[config.mk]
export PLATFORM = sky130hd
export DESIGN_NAME = data_cache_flat
export DESIGN_NICKNAME = d
export VERILOG_FILES = /design/src/rtl/data_cache_pkg.sv /design/src/rtl/data_cache_if.sv /design/src/rtl/mem_lane_align.sv /design/src/rtl/data_cache.sv /design/src/flat_wrapper.sv
export SDC_FILE = /design/constraint.sdc
export NUM_CORES = 2
export LEC_CHECK = 0
export CAP_MARGIN = 10
export CORE_MARGIN = 2
export CORE_UTILIZATION = 45
export DETAILED_ROUTE_END_ITERATION = 6
export PLACE_DENSITY = 0.56
export RECOVER_POWER = 100
export SYNTH_ARGS = -nofsm -noshare
export SYNTH_HDL_FRONTEND = slang
export SYNTH_HIERARCHICAL = 1
export SYNTH_SLANG_ARGS = --single-unit
[constraint.sdc]
create_clock -name clk -period 18.3 [get_ports clk]
set_clock_uncertainty 0.1 [all_clocks]
set_input_delay 3.66 -clock clk [delete_from_list [all_inputs] [get_ports clk]]
set_output_delay 3.66 -clock clk [all_outputs]
set_load 0.1 [all_outputs]
[src/rtl/data_cache_pkg.sv]
`default_nettype none
// ============================================================================
// Module      : data_cache_pkg
// Description : Shared CPU typedefs and constants for the data cache.
//               FSM state encodings, RV32I load/store func3 encodings,
//               and byte-strobe base patterns.
// Revision    : 1.0 - initial release
// ============================================================================
package data_cache_pkg;

    // Cache controller FSM state encodings
    localparam logic [2:0] ST_IDLE    = 3'd0;
    localparam logic [2:0] ST_RD_REQ  = 3'd1;
    localparam logic [2:0] ST_RD_WAIT = 3'd2;
    localparam logic [2:0] ST_WR_REQ  = 3'd3;
    localparam logic [2:0] ST_WR_DONE = 3'd4;

    typedef logic [2:0] func3_t;
    typedef logic [3:0] strb_t;

    // RV32I load encodings
    localparam func3_t F3_LB  = 3'b000;
    localparam func3_t F3_LH  = 3'b001;
    localparam func3_t F3_LW  = 3'b010;
    localparam func3_t F3_LBU = 3'b100;
    localparam func3_t F3_LHU = 3'b101;

    // RV32I store encodings
    localparam func3_t F3_SB  = 3'b000;
    localparam func3_t F3_SH  = 3'b001;
    localparam func3_t F3_SW  = 3'b010;

    // Strobe base patterns; byte/half are shifted into place by offset
    localparam strb_t STRB_NONE = 4'b0000;
    localparam strb_t STRB_BYTE = 4'b0001;
    localparam strb_t STRB_HALF = 4'b0011;
    localparam strb_t STRB_WORD = 4'b1111;

endpackage
`default_nettype wire

[src/rtl/data_cache_if.sv]
`default_nettype none
// ============================================================================
// Module      : data_cache_if
// Description : Backing-memory bus between the data cache and memory.
//               Request channel: valid/ready handshake with we, word-aligned
//               addr, lane-replicated wdata and byte strobes.
//               Response channel: one-cycle resp_valid with the read word.
//   master : cache side (drives requests, receives responses)
//   slave  : memory side
// Revision    : 1.0 - initial release
// ============================================================================
interface data_cache_if #(
    parameter int DATA_WIDTH = 32
);
    logic                  mem_req_valid;
    logic                  mem_req_ready;
    logic                  mem_req_we;
    logic [DATA_WIDTH-1:0] mem_req_addr;
    logic [DATA_WIDTH-1:0] mem_req_wdata;
    logic [3:0]            mem_req_strb;
    logic                  mem_resp_valid;
    logic [DATA_WIDTH-1:0] mem_resp_data;

    modport master (
        output mem_req_valid,
        output mem_req_we,
        output mem_req_addr,
        output mem_req_wdata,
        output mem_req_strb,
        input  mem_req_ready,
        input  mem_resp_valid,
        input  mem_resp_data
    );

    modport slave (
        input  mem_req_valid,
        input  mem_req_we,
        input  mem_req_addr,
        input  mem_req_wdata,
        input  mem_req_strb,
        output mem_req_ready,
        output mem_resp_valid,
        output mem_resp_data
    );
endinterface
`default_nettype wire

[src/rtl/mem_lane_align.sv]
`default_nettype none
// ============================================================================
// Module      : mem_lane_align
// Description : Byte-lane steering for RV32I loads and stores. Shared by
//               the data cache and data_memory.
//   func3       in  : load/store width and sign
//   offset      in  : address[1:0]
//   rdata       in  : aligned memory word being loaded from
//   wdata       in  : right-aligned store data
//   load_data   out : selected and extended load result
//   store_wdata out : store data replicated across all lanes
//   store_strb  out : byte write strobes
// Revision    : 1.0 - initial release
// ============================================================================
module mem_lane_align
    import data_cache_pkg::*;
#(
    parameter int DATA_WIDTH = 32
) (
    input  logic [2:0]            func3,
    input  logic [1:0]            offset,
    input  logic [DATA_WIDTH-1:0] rdata,
    input  logic [DATA_WIDTH-1:0] wdata,
    output logic [DATA_WIDTH-1:0] load_data,
    output logic [DATA_WIDTH-1:0] store_wdata,
    output logic [3:0]            store_strb
);

    logic [7:0]  w_byte;
    logic [15:0] w_half;

    // Load path: misaligned halfwords fall back to the aligned half chosen
    // by offset[1]; words ignore the offset entirely. Nothing traps.
    always_comb begin
        w_byte    = rdata[{offset, 3'b000} +: 8];
        w_half    = offset[1] ? rdata[31:16] : rdata[15:0];
        load_data = rdata;
        case (func3)
            F3_LB:   load_data = {{(DATA_WIDTH-8){w_byte[7]}}, w_byte};
            F3_LBU:  load_data = {{(DATA_WIDTH-8){1'b0}}, w_byte};
            F3_LH:   load_data = {{(DATA_WIDTH-16){w_half[15]}}, w_half};
            F3_LHU:  load_data = {{(DATA_WIDTH-16){1'b0}}, w_half};
            default: load_data = rdata;
        endcase
    end

    // Store path: data is replicated across every lane so the strobes alone
    // decide which bytes land; undefined encodings write nothing.
    always_comb begin
        store_strb  = STRB_NONE;
        store_wdata = wdata;
        case (func3)
            F3_SB: begin
                store_strb  = STRB_BYTE << offset;
                store_wdata = {(DATA_WIDTH/8){wdata[7:0]}};
            end
            F3_SH: begin
                store_strb  = STRB_HALF << {offset[1], 1'b0};
                store_wdata = {(DATA_WIDTH/16){wdata[15:0]}};
            end
            F3_SW: begin
                store_strb  = STRB_WORD;
                store_wdata = wdata;
            end
            default: begin
                store_strb  = STRB_NONE;
                store_wdata = wdata;
            end
        endcase
    end

endmodule
`default_nettype wire

[src/rtl/data_cache.sv]
`default_nettype none
// ============================================================================
// Module      : data_cache
// Description : Direct-mapped, one-word-per-line, write-through,
//               no-write-allocate data cache for the MEMORY stage.
//   clk, rst      : clock, asynchronous active-high reset
//   rd_en         : load request
//   write_enable  : store request (wins over a simultaneous load)
//   func3         : RV32I load/store width and sign
//   address       : byte address
//   write_data    : right-aligned store data
//   data_out      : extended load result, 0 unless a load hits in IDLE
//   stall         : pipeline freeze while the request is incomplete
//   mem           : backing-memory bus (master side)
// Revision    : 1.0 - initial release
// ============================================================================
module data_cache
    import data_cache_pkg::*;
#(
    parameter int DATA_WIDTH = 32,
    parameter int INDEX_BITS = 6
) (
    input  logic                  clk,
    input  logic                  rst,
    input  logic                  rd_en,
    input  logic                  write_enable,
    input  logic [2:0]            func3,
    input  logic [DATA_WIDTH-1:0] address,
    input  logic [DATA_WIDTH-1:0] write_data,
    output logic [DATA_WIDTH-1:0] data_out,
    output logic                  stall,
    data_cache_if.master          mem
);

    localparam int LINES    = 1 << INDEX_BITS;
    localparam int TAG_BITS = DATA_WIDTH - INDEX_BITS - 2;

    // ------------------------------------------------------------------
    // Line storage: only the valid bits are reset; tag/data behave as RAM
    // ------------------------------------------------------------------
    logic [LINES-1:0]      r_valid;
    logic [TAG_BITS-1:0]   r_tag_mem  [LINES];
    logic [DATA_WIDTH-1:0] r_data_mem [LINES];

    logic [2:0]            r_state;
    logic [2:0]            w_next_state;

    // Request latched on leaving IDLE so the memory bus stays stable
    // regardless of what the pipeline presents during the transaction.
    logic [DATA_WIDTH-1:0] r_req_addr;
    logic [DATA_WIDTH-1:0] r_req_wdata;
    logic [3:0]            r_req_strb;

    // Lookup of the currently presented address
    logic [INDEX_BITS-1:0] w_idx;
    logic [TAG_BITS-1:0]   w_tag;
    logic [DATA_WIDTH-1:0] w_line_data;
    logic                  w_hit;

    // Lookup of the latched request address
    logic [INDEX_BITS-1:0] w_req_idx;
    logic [TAG_BITS-1:0]   w_req_tag;
    logic [DATA_WIDTH-1:0] w_req_line;
    logic                  w_req_hit;
    logic [DATA_WIDTH-1:0] w_merged;

    logic [DATA_WIDTH-1:0] w_load_data;
    logic [DATA_WIDTH-1:0] w_store_wdata;
    logic [3:0]            w_store_strb;

    logic                  w_in_idle;
    logic                  w_accept;
    logic                  w_fill;
    logic                  w_store_update;

    assign w_idx       = address[INDEX_BITS+1:2];
    assign w_tag       = address[DATA_WIDTH-1:INDEX_BITS+2];
    assign w_line_data = r_data_mem[w_idx];
    assign w_hit       = r_valid[w_idx] && (r_tag_mem[w_idx] == w_tag);

    assign w_req_idx   = r_req_addr[INDEX_BITS+1:2];
    assign w_req_tag   = r_req_addr[DATA_WIDTH-1:INDEX_BITS+2];
    assign w_req_line  = r_data_mem[w_req_idx];
    assign w_req_hit   = r_valid[w_req_idx] && (r_tag_mem[w_req_idx] == w_req_tag);

    assign w_in_idle   = (r_state == ST_IDLE);
    // A store always leaves IDLE; a load leaves only when it misses.
    assign w_accept    = w_in_idle && (write_enable || (rd_en && !w_hit));
    // Responses outside RD_WAIT (including after an aborting reset) are dropped.
    assign w_fill      = (r_state == ST_RD_WAIT) && mem.mem_resp_valid;
    // Write-through: the line is only patched if the store hits.
    assign w_store_update = (r_state == ST_WR_REQ) && mem.mem_req_ready && w_req_hit;

    mem_lane_align #(
        .DATA_WIDTH (DATA_WIDTH)
    ) u_lane_align (
        .func3       (func3),
        .offset      (address[1:0]),
        .rdata       (w_line_data),
        .wdata       (write_data),
        .load_data   (w_load_data),
        .store_wdata (w_store_wdata),
        .store_strb  (w_store_strb)
    );

    // Strobed byte merge of the latched store into the hit line
    always_comb begin
        w_merged = w_req_line;
        for (int b = 0; b < DATA_WIDTH/8; b++) begin
            if (r_req_strb[b]) begin
                w_merged[8*b +: 8] = r_req_wdata[8*b +: 8];
            end
        end
    end

    // ------------------------------------------------------------------
    // FSM next state
    // ------------------------------------------------------------------
    always_comb begin
        w_next_state = r_state;
        case (r_state)
            ST_IDLE: begin
                if (write_enable) begin
                    w_next_state = ST_WR_REQ;
                end else if (rd_en && !w_hit) begin
                    w_next_state = ST_RD_REQ;
                end
            end
            ST_RD_REQ: begin
                if (mem.mem_req_ready) begin
                    w_next_state = ST_RD_WAIT;
                end
            end
            ST_RD_WAIT: begin
                if (mem.mem_resp_valid) begin
                    w_next_state = ST_IDLE;
                end
            end
            ST_WR_REQ: begin
                if (mem.mem_req_ready) begin
                    w_next_state = ST_WR_DONE;
                end
            end
            ST_WR_DONE: w_next_state = ST_IDLE;
            default:    w_next_state = ST_IDLE;
        endcase
    end

    // ------------------------------------------------------------------
    // Outputs
    // ------------------------------------------------------------------
    always_comb begin
        stall    = 1'b0;
        data_out = '0;
        case (r_state)
            ST_IDLE: begin
                stall = write_enable || (rd_en && !w_hit);
                if (rd_en && !write_enable && w_hit) begin
                    data_out = w_load_data;
                end
            end
            ST_RD_REQ, ST_RD_WAIT, ST_WR_REQ: stall = 1'b1;
            // WR_DONE lets the store retire; requests there are ignored.
            default: stall = 1'b0;
        endcase
    end

    assign mem.mem_req_valid = (r_state == ST_RD_REQ) || (r_state == ST_WR_REQ);
    assign mem.mem_req_we    = (r_state == ST_WR_REQ);
    assign mem.mem_req_addr  = r_req_addr;
    assign mem.mem_req_wdata = r_req_wdata;
    assign mem.mem_req_strb  = (r_state == ST_WR_REQ) ? r_req_strb : STRB_NONE;

    // ------------------------------------------------------------------
    // State, request latch and valid bits
    // ------------------------------------------------------------------
    always_ff @(posedge clk or posedge rst) begin
        if (rst) begin
            r_state     <= ST_IDLE;
            r_valid     <= '0;
            r_req_addr  <= '0;
            r_req_wdata <= '0;
            r_req_strb  <= STRB_NONE;
        end else begin
            r_state <= w_next_state;
            if (w_accept) begin
                r_req_addr  <= {address[DATA_WIDTH-1:2], 2'b00};
                r_req_wdata <= w_store_wdata;
                r_req_strb  <= write_enable ? w_store_strb : STRB_NONE;
            end
            if (w_fill) begin
                r_valid[w_req_idx] <= 1'b1;
            end
        end
    end

    // Tag/data arrays: refill on read response, byte patch on store hit
    always_ff @(posedge clk) begin
        if (w_fill) begin
            r_tag_mem[w_req_idx]  <= w_req_tag;
            r_data_mem[w_req_idx] <= mem.mem_resp_data;
        end else if (w_store_update) begin
            r_data_mem[w_req_idx] <= w_merged;
        end
    end

endmodule
`default_nettype wire

[src/flat_wrapper.sv]
// flat-port wrapper written by rule: the top's interface ports become plain ports
module data_cache_flat import data_cache_pkg::*;
#(
    parameter int DATA_WIDTH = 32,
    parameter int INDEX_BITS = 6
)
  (clk, rst, rd_en, write_enable, func3, address, write_data, data_out, stall, mem_mem_req_valid, mem_mem_req_we, mem_mem_req_addr, mem_mem_req_wdata, mem_mem_req_strb, mem_mem_req_ready, mem_mem_resp_valid, mem_mem_resp_data);
  data_cache_if #(.DATA_WIDTH(DATA_WIDTH)) mem_i ();
  input  logic clk;
  input  logic rst;
  input  logic rd_en;
  input  logic write_enable;
  input  logic [2:0] func3;
  input  logic [DATA_WIDTH-1:0] address;
  input  logic [DATA_WIDTH-1:0] write_data;
  output logic [DATA_WIDTH-1:0] data_out;
  output logic stall;
  output wire logic [$bits(mem_i.mem_req_valid)-1:0] mem_mem_req_valid;
  output wire logic [$bits(mem_i.mem_req_we)-1:0] mem_mem_req_we;
  output wire logic [$bits(mem_i.mem_req_addr)-1:0] mem_mem_req_addr;
  output wire logic [$bits(mem_i.mem_req_wdata)-1:0] mem_mem_req_wdata;
  output wire logic [$bits(mem_i.mem_req_strb)-1:0] mem_mem_req_strb;
  input wire logic [$bits(mem_i.mem_req_ready)-1:0] mem_mem_req_ready;
  input wire logic [$bits(mem_i.mem_resp_valid)-1:0] mem_mem_resp_valid;
  input wire logic [$bits(mem_i.mem_resp_data)-1:0] mem_mem_resp_data;
  assign mem_mem_req_valid = mem_i.mem_req_valid;
  assign mem_mem_req_we = mem_i.mem_req_we;
  assign mem_mem_req_addr = mem_i.mem_req_addr;
  assign mem_mem_req_wdata = mem_i.mem_req_wdata;
  assign mem_mem_req_strb = mem_i.mem_req_strb;
  assign mem_i.mem_req_ready = mem_mem_req_ready;
  assign mem_i.mem_resp_valid = mem_mem_resp_valid;
  assign mem_i.mem_resp_data = mem_mem_resp_data;
  data_cache #(.DATA_WIDTH(DATA_WIDTH), .INDEX_BITS(INDEX_BITS)) u_core (.clk(clk), .rst(rst), .rd_en(rd_en), .write_enable(write_enable), .func3(func3), .address(address), .write_data(write_data), .data_out(data_out), .stall(stall), .mem(mem_i));
endmodule
After elaboration in Yosys (flattened, before gate mapping)
Memory sizes are Yosys's and may differ from the RTL's.
Cells that the tools add are included.
Widths: inputs -> output; s select.
- flip-flop bits (word level): 133
- RAM bits: 3584
- input bits: 105
- output and inout port bits: 103
- logic and storage cells: 91
- memories kept: 2
- order comparisons: 3
- eq/ne operators: 17
- shift operators: 3
- mux-type cells: 34
- bitwise gates (word level): 5
- reduce and logical (&&, ||, !) cells: 22
- memory list (name ; depth ; bits a word ; read ports ; clocked after Yosys merged registers in ; write ports ; line ; RTL):
    u_core.r_data_mem ; 64 ; 32 ; 1 ; 0 ; 1 ; data_cache.sv:43 ; logic [DATA_WIDTH-1:0] r_data_mem [LINES];
    u_core.r_tag_mem ; 64 ; 24 ; 2 ; 0 ; 1 ; data_cache.sv:42 ; logic [TAG_BITS-1:0] r_tag_mem [LINES];
- operators by type and width (operator ; number):
    $pmux 32 s4 ; 1
    $mux 32 ; 2
    $mux 8 ; 8
    $or 64x64->64 ; 1
    $pmux 32 s2 ; 1
    $eq 24x24->1 ; 2
    $shiftx 32x6->8 ; 1
    $mux 16 ; 1
    $mux 3 ; 5
    $lt 6x7->1 const B ; 2
    $bmux 1 s6 ; 2
    $pmux 3 s4 ; 1
    $pmux 4 s3 ; 1
    $logic_and 1x1->1 ; 10
    $eq 3x2->1 const B ; 3
    $mux 1 ; 8
    $mux 4 ; 2
    $reduce_and 2->1 ; 4
    $demux 1 s6 ; 1
    $eq 3x1->1 const B ; 2
    $eq 3x3->1 const B ; 2
    $ge 6x1->1 const B ; 1
    $logic_not 3->1 ; 2
    $ne 1x1->1 const B ; 4
    11 further kinds ; 17

Logic depth before layout (Yosys ltp)
- depth after elaboration: 9
- depth in mapped cells: 20
- depth with buffers taken out: 10

Hierarchy
Netlist, hierarchy kept.
- modules (own cells, without submodules) (module ; times used ; cells each ; area an instance (µm²) ; sequential area each (µm²)):
    data_cache ; 1 ; 8668 ; 160701.6 ; 110951.4
    mem_lane_align ; 1 ; 194 ; 1171.1 ; 0.0

Worst setup path after synthesis
Ideal clock, no wire load.
- path kind: input port to output port
- start: in address[2]
- end: out data_out[21]
- arrival time: 8653 ps
- data required time: 14540 ps
- slack: 5887 ps
- cell stages on the path: 18
- buffers on the path: 10
- cell sequence: buf_2 -> buf_6 -> buf_6 -> buf_6 -> buf_2 -> buf_2 -> buf_2 -> clkbuf_1 -> buf_1 -> mux4_2 -> mux4_2 -> mux4_2 -> mux4_2 -> nand2_4 -> o21a_4 -> buf_6 -> nand2_1 -> and2_1
- elaborated cells on any way between the ends: 12
- those cells by class: eq/ne: 1; shift: 1; mux: 6; reduce/logical: 2; memory: 2
- RTL lines (item ; line ; RTL):
    from (decl) ; flat_wrapper.sv:14 ; input logic [DATA_WIDTH-1:0] address;
    $mem_v2 64x32 (*) ; -- ;
    named net u_core.w_line_data[15] ; data_cache.sv:57 ; logic [DATA_WIDTH-1:0] w_line_data;
    $shiftx 32x6->8 / $mux 16 (equally long branches) ; mem_lane_align.sv:35, mem_lane_align.sv:36 ;
    $pmux 32 s4 (*) ; mem_lane_align.sv:38 ; case (func3)
    named net u_core.w_load_data[21] ; data_cache.sv:67 ; logic [DATA_WIDTH-1:0] w_load_data;
    $mux 32 (*) ; data_cache.sv:158 ; if (rd_en && !write_enable && w_hit) begin
    $mux 32 (*) ; data_cache.sv:155 ; case (r_state)
    to (decl) ; flat_wrapper.sv:16 ; output logic [DATA_WIDTH-1:0] data_out;
Mark *: on every way through the listed nets, which the timed path passes. The rest lies on a longest branch. The select of a mux whose other input is x is not followed.

Worst setup path after layout
- start: reg u_core.r_req_addr[4] (netlist: u_core/mem.mem_req_addr[4])
- end: mem u_core.r_data_mem[33][20], data pin
- longest elaborated chain between the ends: 9
- elaborated cells on any way between the ends: 11
- those cells by class: eq/ne: 1; mux: 6; reduce/logical: 3; memory: 1
- RTL lines (item ; line ; RTL):
    from (decl) ; data_cache.sv:50 ; logic [DATA_WIDTH-1:0] r_req_addr;
    from (signal assigned) ; data_cache.sv:187 ; r_req_addr <= {address[DATA_WIDTH-1:2], 2'b00};
    $mem_v2 64x24 / $bmux 1 s6 (equally long branches) ; -- ;
    $eq 24x24->1 / $mux 1 (equally long branches) ; data_cache.sv:84 ; assign w_req_hit = r_valid[w_req_idx] && (r_tag_mem[w_req_idx] == w_req_tag);
    $logic_and 1x1->1 (*) ; data_cache.sv:84 ;
    $logic_and 1x1->1 (*) ; data_cache.sv:92 ; assign w_store_update = (r_state == ST_WR_REQ) && mem.mem_req_ready && w_req_hit;
    $mux 1 (*) ; data_cache.sv:202 ; end else if (w_store_update) begin
    $mux 1 (*) ; data_cache.sv:199 ; if (w_fill) begin
    $mux 1 (implied by the code) (*) ; data_cache.sv:203 ; r_data_mem[w_req_idx] <= w_merged;
    $reduce_and 2->1 (no line) (*) ; -- ;
    $mux 8 (no line) (*) ; -- ;
    to (decl) ; data_cache.sv:43 ;
Mark *: on every way between the ends. The rest lies on a longest branch, timed or not. The select of a mux whose other input is x is not followed.

==> out/qor.txt <==
GR met2 Demand/Resource: 0.501
# DRC: 13
Gr busiest metal: met2
Register area: 111000 µm²
Synthesized flop and latch total: 3717
Origin of the critical flop-to-flop path: u_core/mem.mem_req_addr[4]
Detailed Route WL: 613000 µm
Vias per Instance: 7.02
Yosys cell types: 87
Ys Warns: 6
Worst-Skew Late Latency: 1.00 ns
P_int: 16.5 mW
Hold path cells: 1
Power per cell area: 139 nW/µm²
Setup_tns: 0 ns
Net Switching: 8.70 mW
Final setup vio count: 0
Reg power frac: 0.414
Layout cells sized above 1: 0.226
Synth Instances: 8862
Syn-to-layout area delta: 12.0%
Worst-Margin Slew: 4.36 ns
Setup Crit Path Kind: flip-flop to flip-flop
Die area: 365000 µm²
Crit path max-delay cell type: clkbuf_1
# Post-CTS Setup Buffers: 0
Syn Area/Cell: 18.3 µm²
Nets: 9198
Fill count: 28903
Crit path launch type: flip-flop
VDD IR max: 0.119 mV
WL/cell: 43.1 µm
Clock network power share: 0.313
Post-DP Area: 170000 µm²
Worst-path clk slew: 0.06 ns
Met3 usage: 0.0843
Die Ht: 604 µm
Post-route clock period utilization: 0.910
Core box area: 359000 µm²
Routed via count: 99843
Vias in the first global route: 95929
Detailed Place HPWL: 379000 µm
First-pass GRT wire length: 825000 µm
PortBufs: 205
CTS buffer count: 394
Largest net degree at the start of global routing: 123
Run status: complete, but fails checks
Maximum clock insertion buffer count: 4
Max Cap Viol: 173
Top-Level Pins: 208
Synth Flop Type: edfxtp_1
Iter 0 DRT Violations: 16499
Worst Reg2Reg Path Length in Cells: 15
Seq/Total Area, Yosys: 0.685
Die X: 604 µm
CP max FO: 86
CP peak stage delay: 2.84 ns
Logic pwr share: 0.273
All-layer global routing usage: 0.331
GPL Wtd Cong: 0.960
Final hold violations: 0
Hold EP: u_core/r_valid[62]
CP Capture Type: flip-flop
Required @ worst endpoint: 18.43 ns
Number of synthesized flops with an enable pin: 3584
Crit-path cells: clkbuf_1, buf_12, buf_4, nor2b_1, clkbuf_1, a22oi_1, a22oi_1, o211ai_1, or4_1, a22oi_1, and4_1, and4_1, nand3_1, mux2_2, clkbuf_1
Max Slew Vio Count: 5812
RSZ-0062 raised after global routing: false
Drt pass-1 iters: 7
Final worst path period need: 16.66 ns
Row count: 220
Min-delay worst type: flip-flop to flip-flop
Hold Startpoint: u_core/r_valid[62]
Post-CTS resize count: 0
Routed Antenna Nets: 0
Setup slack, reg-to-reg: 1.64 ns
CTS hold repair buffers: 0
TritonCTS clock tree: done
RR Endpoint: u_core/r_data_mem[33][20]
Lkg Pwr: 57.6 nW
Slew margin rel.: -1.91
H-tree levels: 5
Synthesized area: 162000 µm²
Initial core utilization: 0.451
Multi-input combinational cell area: 47400 µm²
Initial antenna violation count: 43
Sw Share: 0.345
Design area: 181000 µm²
Violated checks: DRC, capacitance limit, slew limit
GR Overflow Total: 0
Root buffer cell: clkbuf_16
Met1 Usage GRT: 0.432
Num Clock Sinks: 3717
Crit path DAT: 16.78 ns
Max Clk Rate: 60.0 MHz
Async SR Flop Fraction: 0.0358
stage by stage:
step	total power, mW	utilization	setup WS [ns]	instances	hold WS [ns]
after floorplan	14.3	-	5.89	8863	0.351
after global placement	17.1	0.472	4.12	13444	0.367
after detailed placement	17.2	0.473	4.10	13459	0.373
after CTS	25.0	0.508	4.11	14169	0.392
after global routing	25.6	0.505	1.91	14184	0.412
final	25.2	0.505	1.64	14221	0.397
layer usage:
| layer | wire (µm) | share of wire | vias up |
|---|---|---|---|
| li1 | - | - | 37661 |
| met1 | 220000 | 0.36 | 52634 |
| met2 | 277000 | 0.45 | 7636 |
| met3 | 70900 | 0.12 | 1888 |
| met4 | 44500 | 0.073 | 24 |
| met5 | 254 | 0.00041 | - |
critical path: cells and delay by family, from the launching register on:
family,cells,cell delay [ns]
AOI/OAI and AO/OA,4,1.89
buffers and inverters,5,8.49
DFF,1,2.10
muxes,1,0.41
and+or+nand+nor,5,2.55
Yosys cell counts, drive strengths merged, types with 40 or more instances:
cell	n	area (µm²)
dfrtp	133	3330
nor2b	78	488
and3	62	388
edfxtp	3584	108000
and2	50	313
buf	404	2550
o211ai	47	353
a221o	55	551
nand2	387	1460
a221oi	172	1530
o22ai	138	863
mux2	165	1860
a31oi	40	250
a22oi	251	1880
mux2i	487	4870
o21ai	82	410
a22o	54	473
or2	69	432
nor2	153	579
nor3	47	252
mux4	1054	23700
nand3	233	1220
clkbuf	313	1170
a21oi	388	1940
power groups by stage:
stage	Combinational [mW]	Clock (mW)	Sequential [mW]
after floorplan	3.15	0	11.2
after global placement	6.59	0	10.5
after detailed placement	6.65	0	10.5
after CTS	6.66	7.97	10.4
after global routing	6.87	8.29	10.5
final	6.88	7.90	10.5
placed cells by master, fill, tap and decap left out, types with 69 or more instances in the layout:
cell and n:
buf_4 182, a221oi_1 169, clkdlybuf4s50_1 91, o22ai_1 138, nand2_1 385, clkinv_1 88, edfxtp_1 3584, nand3_1 230
clkbuf_16 401, mux4_2 1054, dlygate4sd3_1 101, a21oi_1 388, mux2i_1 487, clkinv_2 74, o21ai_0 76, a22oi_1 251
or2_2 69, nor2_1 138, mux2_2 138, dfrtp_1 121, clkbuf_1 229
final cells by class:
type                    count  share of cell area
diodes                     41            0.000566
clock buffers             482              0.0576
clock inverters           228              0.0117
inverters                  24            0.000607
multi-input cells        4405               0.261
flip-flops and latches   3717               0.612
well taps                4773              0.0329
repair buffers            551              0.0231
how the worst max path moves through the flow:
stage	to	start	depth (start not counted)	slack (ns)
after floorplan	data_out[21]	address[2]	18	5.89
after global placement	data_out[1]	address[2]	12	4.12
after detailed placement	data_out[1]	address[2]	12	4.10
after CTS	data_out[1]	address[2]	12	4.11
after global routing	data_out[5]	address[2]	15	1.91
final	u_core/r_data_mem[33][20]	u_core/mem.mem_req_addr[4]	15	1.64
kinds of logic after synthesis:
logic type | synth area share
AO/OA/AOI/OAI | 0.0612
XOR/XNOR | 0.00222
buffers and inverters | 0.0236
flip-flops | 0.685
multiplexers | 0.188
other | 0.0000232
AND/OR/NAND/NOR | 0.0392
state kept, by name, indices dropped and copies added, names as in the netlist:
register / cells
u_core/mem.mem_req_addr: 30
u_core/mem.mem_req_wdata: 32
u_core/r_data_mem: 2048
u_core/r_req_strb: 4
u_core/r_state: 3
u_core/r_tag_mem: 1536
u_core/r_valid: 64
Power figures use the tool's default switching activity.
